==> config.mk <==
export PLATFORM = sky130hd
export DESIGN_NAME = dclk_tx
export DESIGN_NICKNAME = d
export VERILOG_FILES = /design/src/rtl/dclk_tx_pkg.sv /design/src/rtl/dclk_tx_sync2.sv /design/src/rtl/dclk_tx.sv
export SDC_FILE = /design/constraint.sdc
export NUM_CORES = 1
export LEC_CHECK = 0
export CORE_MARGIN = 2
export CORE_UTILIZATION = 30
export DETAILED_ROUTE_END_ITERATION = 6
export MAX_ROUTING_LAYER = met4
export SLEW_MARGIN = 30
export SYNTH_ARGS = -nofsm -noshare
export SYNTH_HDL_FRONTEND = slang
export SYNTH_SLANG_ARGS = --single-unit
==> constraint.sdc <==
create_clock -name clk -period 2.9 [get_ports clk]
set_clock_uncertainty 0.1 [all_clocks]
set_input_delay 0.87 -clock clk [delete_from_list [all_inputs] [get_ports clk]]
set_output_delay 0.87 -clock clk [all_outputs]
set_load 0.005 [all_outputs]
==> src/rtl/dclk_tx_pkg.sv <==
// Shared types and widths for the dual-clock link transmitter.
// Flit geometry falls back to the link defaults when the shared defines are absent.
`ifndef PAYLOAD_SIZE
`define PAYLOAD_SIZE 8
`endif
`ifndef ADDR_BITS
`define ADDR_BITS 4
`endif

package dclk_tx_pkg;
  localparam int FLIT_W = `PAYLOAD_SIZE + `ADDR_BITS;
  localparam int CNT_W  = $clog2(FLIT_W + 1);

  typedef enum logic [1:0] {
    IDLE      = 2'd0,
    SEND      = 2'd1,
    WAIT_BUSY = 2'd2,
    WAIT_FREE = 2'd3
  } tx_state_e;
endpackage

==> src/rtl/dclk_tx_sync2.sv <==
// Generic two-flop synchronizer for single-bit level signals crossing into clk.
module sync2 (
  input  logic clk,
  input  logic reset_n,
  input  logic d_i,
  output logic q_o
);
  logic meta_q;
  logic sync_q;

  always_ff @(posedge clk or negedge reset_n) begin
    if (!reset_n) begin
      meta_q <= 1'b0;
      sync_q <= 1'b0;
    end else begin
      meta_q <= d_i;
      sync_q <= meta_q;
    end
  end

  assign q_o = sync_q;
endmodule

==> src/rtl/dclk_tx.sv <==
// Serial link transmitter: start bit plus LSB-first flit, then a busy/free
// handshake with the far-end receiver before the next flit is taken.
module dclk_tx
  import dclk_tx_pkg::*;
#(
  parameter int    routerid    = -1,
  parameter string port        = "unknown",
  parameter int    ACK_TIMEOUT = 64
) (
  input  logic              clk,
  input  logic              reset_n,
  input  logic              valid,
  input  logic [FLIT_W-1:0] parallel_in,
  output logic              item_read,
  input  logic              channel_busy,
  output logic              serial_out,
  output logic              tx_busy,
  output logic              ack_timeout,
  output logic [1:0]        dbg_state_o
);
  localparam int TMR_W = $clog2(ACK_TIMEOUT + 1);
  localparam logic [TMR_W-1:0] TMR_LAST = TMR_W'(ACK_TIMEOUT - 1);
  localparam logic [CNT_W-1:0] CNT_LAST = CNT_W'(FLIT_W);

  // routerid/port only label the instance in hierarchy dumps and traces.
  if ((routerid < -1) || (port == "")) begin : g_label_check
  end

  tx_state_e         state_q, state_d;
  logic [FLIT_W-1:0] sreg_q, sreg_d;
  logic [CNT_W-1:0]  cnt_q, cnt_d;
  logic [TMR_W-1:0]  timer_q, timer_d;
  logic              serial_q, serial_d;
  logic              item_read_q, item_read_d;
  logic              ack_q, ack_d;
  logic              busy_s;

  sync2 u_busy_sync (
    .clk     (clk),
    .reset_n (reset_n),
    .d_i     (channel_busy),
    .q_o     (busy_s)
  );

  always_ff @(posedge clk or negedge reset_n) begin
    if (!reset_n) begin
      state_q     <= IDLE;
      sreg_q      <= '0;
      cnt_q       <= '0;
      timer_q     <= '0;
      serial_q    <= 1'b0;
      item_read_q <= 1'b0;
      ack_q       <= 1'b0;
    end else begin
      state_q     <= state_d;
      sreg_q      <= sreg_d;
      cnt_q       <= cnt_d;
      timer_q     <= timer_d;
      serial_q    <= serial_d;
      item_read_q <= item_read_d;
      ack_q       <= ack_d;
    end
  end

  // serial_d is the line value for the next cycle, so the line trails the state by one.
  always_comb begin
    state_d     = state_q;
    sreg_d      = sreg_q;
    cnt_d       = cnt_q;
    timer_d     = '0;
    serial_d    = 1'b0;
    item_read_d = 1'b0;
    ack_d       = 1'b0;
    unique case (state_q)
      IDLE: begin
        if (valid && !busy_s) begin
          item_read_d = 1'b1;
          sreg_d      = parallel_in;
          cnt_d       = '0;
          state_d     = SEND;
        end
      end
      SEND: begin
        if (cnt_q == '0) begin
          serial_d = 1'b1;
        end else begin
          serial_d = sreg_q[0];
          sreg_d   = sreg_q >> 1;
        end
        if (cnt_q == CNT_LAST) begin
          cnt_d   = '0;
          state_d = WAIT_BUSY;
        end else begin
          cnt_d = cnt_q + 1'b1;
        end
      end
      WAIT_BUSY: begin
        if (busy_s) begin
          state_d = WAIT_FREE;
        end else if (timer_q == TMR_LAST) begin
          ack_d   = 1'b1;
          sreg_d  = '0;
          state_d = IDLE;
        end else begin
          timer_d = timer_q + 1'b1;
        end
      end
      WAIT_FREE: begin
        if (!busy_s) begin
          sreg_d  = '0;
          state_d = IDLE;
        end
      end
      default: state_d = IDLE;
    endcase
  end

  assign serial_out  = serial_q;
  assign item_read   = item_read_q;
  assign ack_timeout = ack_q;
  assign tx_busy     = (state_q != IDLE);
  assign dbg_state_o = state_q;
endmodule

After elaboration in Yosys (flattened, before gate mapping):

Index checks and enable logic that the tools add are counted.

* bits in registers: 30
* input bits: 16
* output and inout port bits: 6
* logic and storage cells: 57

* $add $sub $neg: 2
* equal/unequal tests: 12
* mux-type cells: 25
* reductions and logical operators: 9

Operator list (count)
* 2-to-1 mux 12 bit: 5
* one-hot mux 12 bit (4 select lines): 1
* 2-to-1 mux 7 bit: 3
* != test 2 bit (second input constant): 6
* 2-to-1 mux 2 bit: 5
* 2-to-1 mux 4 bit: 2
* one-hot mux 2 bit (4 select lines): 1
* one-hot mux 4 bit (2 select lines): 1
* adder 7 x 1 -> 7 bit (second input constant): 1
* == test 7 x 6 -> 1 bit (second input constant): 1
* 2-to-1 mux 1 bit: 7
* AND reduction 5 bit: 1
* adder 4 x 1 -> 4 bit (second input constant): 1
* == test 2 bit (second input constant): 2
* == test 4 bit (second input constant): 1
* logical NOT 4 bit: 1
* AND reduction 4 bit: 1
* nonzero test 2 bit: 2
* != test 3 x 2 -> 1 bit (second input constant): 1
* == test 2 x 1 -> 1 bit (second input constant): 1
* logical NOT 2 bit: 1
* AND reduction 2 bit: 1
* logical AND 1 bit: 1
* logical NOT 1 bit: 1

Depth between registers and ports, before layout:

* depth after elaboration: 4
* depth in mapped cells: 6
* mapped depth without buffers: 5

Hierarchy:

From an unflattened synthesis, not the netlist that was laid out.

* cell total of the unflattened synthesis: 134
* area, all modules: 1544.0 um^2

Modules (own cells, without submodules)
* dclk_tx: times used 1, cells each 132, area each 1493.9 um^2
* sync2: times used 1, cells each 2, area each 50.0 um^2

Worst setup path before layout:

OpenSTA, ideal clock, no wires.

* path type: input-to-reg
* start: input port valid
* end: register sreg_q[0]
* library setup time: 125 ps
* data arrival time: 1902 ps
* data required time: 2675 ps
* setup slack: 773 ps
* stages on the path: 4
* path through: or4b_4 > o221a_4 > buf_6 > mux2_4

* cells in the longest elaborated chain, start to end: 3

RTL lines
* start: declaration: RTL line dclk_tx.sv:12 `input logic valid,`
* logical AND 1 bit: RTL line dclk_tx.sv:76 `if (valid && !busy_s) begin`
* != test 2 bit (no source line)
* AND reduction 5 bit (no source line)
* end signal: assignment: RTL line dclk_tx.sv:56 `sreg_q <= sreg_d;`
* end: declaration: RTL line dclk_tx.sv:30 `logic [FLIT_W-1:0] sreg_q, sreg_d;`

Every way passes these cells.
A chain may end at the register's enable or synchronous reset.

Final worst setup path:

* start: register state_q[1], in the netlist dbg_state_o[1]
* end: output port tx_busy

* cells in the longest elaborated chain, start to end: 1

RTL lines
* start: declaration: RTL line dclk_tx.sv:29 `tx_state_e state_q, state_d;`
* start signal: assignment: RTL line dclk_tx.sv:55 `state_q <= state_d;`
* nonzero test 2 bit: RTL line dclk_tx.sv:121 `assign tx_busy = (state_q != IDLE);`
* end: declaration: RTL line dclk_tx.sv:17 `output logic tx_busy,`

Every way passes these cells.

==> metrics.md <==
| Metric | Value |
|---|---|
| Fmax | 407 MHz |
| Pins Over Slew Limit | 0 |
| CTS tree | yes |
| CTS-repair resized insts | 0 |
| Avg Inst Size Synth | 11.1 µm² |
| Total CTS buffers | 5 |
| Slowest CP cell | dfrtp_1 |
| Chip Height | 76.9 µm |
| Mapped Nets | 163 |
| Yosys Warn Count | 0 |
| Synthesis-stage register bit count | 30 |
| Pwr Density | 1020 nW/µm² |
| Post-Syn Instances | 144 |
| Final Cycle Share | 84.8% |
| Initial DRC count | 99 |
| Clock latency on the worst-skew pair | 0.28 ns |
| Die area | 5910 µm² |
| Crit. End Element | output pin |
| RSZ-0062 raised after global routing | no |
| Worst path required time | 1.93 ns |
| Post-DRT Antenna Nets | 0 |
| Post-synthesis cell type count | 37 |
| Worst ir drop on vdd | 0.389 mV |
| Relative slew slack | 53.3% |
| Largest stage delay on the critical path | 0.46 ns |
| Startpoint Class | flip-flop |
| Vias per inst | 5.09 |
| Drt drc | 0 |
| Rows | 26 |
| Core area | 5110 µm² |
| Tot Pwr | 2.01 mW |
| Starting Density | 31.2% |
| Static Leak | 0.901 nW |
| Tmin final | 2.46 ns |
| Seq/Total Area, Yosys | 47.1% |
| Flop-to-flop setup slack | 0.86 ns |
| HPWL after DPL | 2340 µm |
| Status | finished, final reports clean |
| Iteration count of the initial detailed-routing pass | 4 |
| Tightest Pin Transition | 0.698 ns |
| Hold Buf Count CTS | 0 |
| CP Class | reg -> out |
| CP bufs+invs | 2 |
| Die X | 76.9 µm |
| Global-route usage over all layers | 13.4% |
| Crit path cell chain | nor2_1, inv_1, clkdlybuf4s50_1 |
| Grt ovf | 0 |
| Hold crit path type | reg -> reg |
| Fin cells | 239 |
| Layout cells sized above 1 | 13.6% |
| Io pins | 22 |
| Layout area overhead | 23.9% |
| Initial antenna violation count | 0 |
| Routed WL | 3500 µm |
| CTS clk-pin slew, worst paths | 0.07 ns |
| IO Port Bufs | 21 |
| Drt wl/cell | 14.6 µm |
| Max_cap viols | 0 |
| Cell family with most CP delay | buffers and inverters |
| Post-Syn Area | 1590 µm² |
| Hold Vio Cnt, Final | 0 |
| CTS Sinks | 30 |
| Layout Nets | 187 |
| Post-CTS Setup Bufs | 0 |
| Vias | 1216 |
| Setup-failing EPs final | 0 |
| RePlAce Congestion | 0.726 |
| End-of-flow core utilization | 38.7% |
| Largest net degree at the start of global routing | 31 |
| Fin Setup TNS | 0 ns |
| Critical path arrival | 1.49 ns |
| First-pass GRT wire length | 6020 µm |
| CTS Root Cell | clkbuf_8 |
| Max clock buf depth | 2 |
| Post-placement cell count | 231 |
| H-Tree Level Count | 2 |
| Vias in the first global route | 1286 |
| Worst-path fanout max | 7 |
| Ant diodes | 0 |
## layer usage
layer,wire [µm],vias up,GRT usage [%]
li1,-,555,-
met1,1660,597,16.6
met2,1550,52,19.9
met3,191,12,4.24
met4,101,0,6.18
met5,0,-,-
## cell usage after synthesis
cell type,instances,area (µm²)
buf_6,1,11.3
nor3_1,2,10.0
nand3b_1,1,7.51
nor2_1,16,60.1
o21ai_0,1,5.00
mux2i_1,12,120
nand2b_1,2,12.5
nand2_1,7,26.3
mux2_4,9,135
xor2_1,3,26.3
o211ai_1,1,7.51
nand4b_1,1,8.76
xnor2_1,1,8.76
nor4_1,1,6.26
inv_1,5,18.8
o2bb2ai_1,1,8.76
or2_0,1,6.26
or4b_4,1,13.8
o31a_1,11,96.3
buf_1,1,3.75
o221a_4,1,20.0
or3_1,1,6.26
nor2b_1,3,18.8
o211a_1,1,10.0
clkbuf_1,5,18.8
mux2_1,2,22.5
buf_2,1,5.00
o21ai_1,4,20.0
dfrtp_1,30,751
a21oi_1,1,5.00
nor3b_1,2,15.0
o21ba_2,1,10.0
and2_1,1,6.26
o21bai_1,1,7.51
ha_1,3,37.5
o31ai_1,1,7.51
nand3_1,8,40.0
## path summary, 6_finish.rpt
| path | from | endpoint | cells past startpoint |
|---|---|---|---|
| min in group asynchronous | reset_n | dbg_state_o[0] | 2 |
| hold / removal | u_busy_sync.meta_q | u_busy_sync.q_o | 0 |
| setup reg to reg | timer_q[0] | sreg_q[4] | 4 |
| hold reg to reg | u_busy_sync.meta_q | u_busy_sync.q_o | 0 |
| max in group asynchronous | reset_n | sreg_q[7] | 2 |
| setup / recovery | dbg_state_o[1] | tx_busy | 3 |
## layout make-up
cell class	count	area, µm²
inverter	5	18.8
multi-input combinational	101	786
timing repair buffer	25	240
sequential	30	751
tap	70	87.6
clock inverter	1	5.00
clock buffer	7	86.3
fill	516	3130
## cells by family after synthesis
logic type      synth area share (%)
simple gates                    14.9
fa+ha+maj                       2.36
compound gates                  12.4
mux                             17.4
flops                           47.1
xor+xnor                        2.20
buf+inv                         3.61
## report_power, final
group | switching (mW) | total, mW | internal (mW) | leakage [nW]
combinational | 0.445 | 1.01 | 0.569 | 0.466
clock | 0.159 | 0.350 | 0.191 | 0.0482
sequential | 0.0965 | 0.651 | 0.554 | 0.387
total | 0.700 | 2.01 | 1.31 | 0.901
## worst register-to-register path, cell delays in order, from the launching register on
cell and delay (ns):
dfrtp_1 0.37, ha_1 0.19, nand3_1 0.50, o31a_1 0.48
mux2_1 0.29
## layout by cell type, fill, tap and decap left out, types with 2 or more instances in the layout
cell type / count
xor2_1: 3
nor2_1: 16
clkbuf_8: 6
nand2_1: 7
nand2b_1: 2
clkdlybuf4s50_1: 21
nand3_1: 8
buf_4: 4
inv_1: 5
o31a_1: 11
mux2i_1: 12
o21ai_1: 4
nor3b_1: 2
nor2b_1: 3
mux2_4: 9
mux2_1: 2
dfrtp_1: 30
nor3_1: 2
ha_1: 3
## metrics by stage
stage          area [µm²]  hold WS [ns]  setup WS, ns
6_report             1970         0.248         0.441
5_1_grt              1970         0.269         0.318
4_1_cts              1970         0.252         0.408
3_5_place_dp         1880         0.237         0.266
3_3_place_gp         1880         0.235         0.306
2_1_floorplan        1590         0.231         0.773
## flip-flops by register name (all words and copies together) (netlist names)
name / count
u_busy_sync.meta_q: 1
u_busy_sync.q_o: 1
item_read: 1
serial_out: 1
sreg_q: 12
timer_q: 7
ack_timeout: 1
dbg_state_o: 2
cnt_q: 4
No activity file was read; power rests on OpenSTA's default activity.
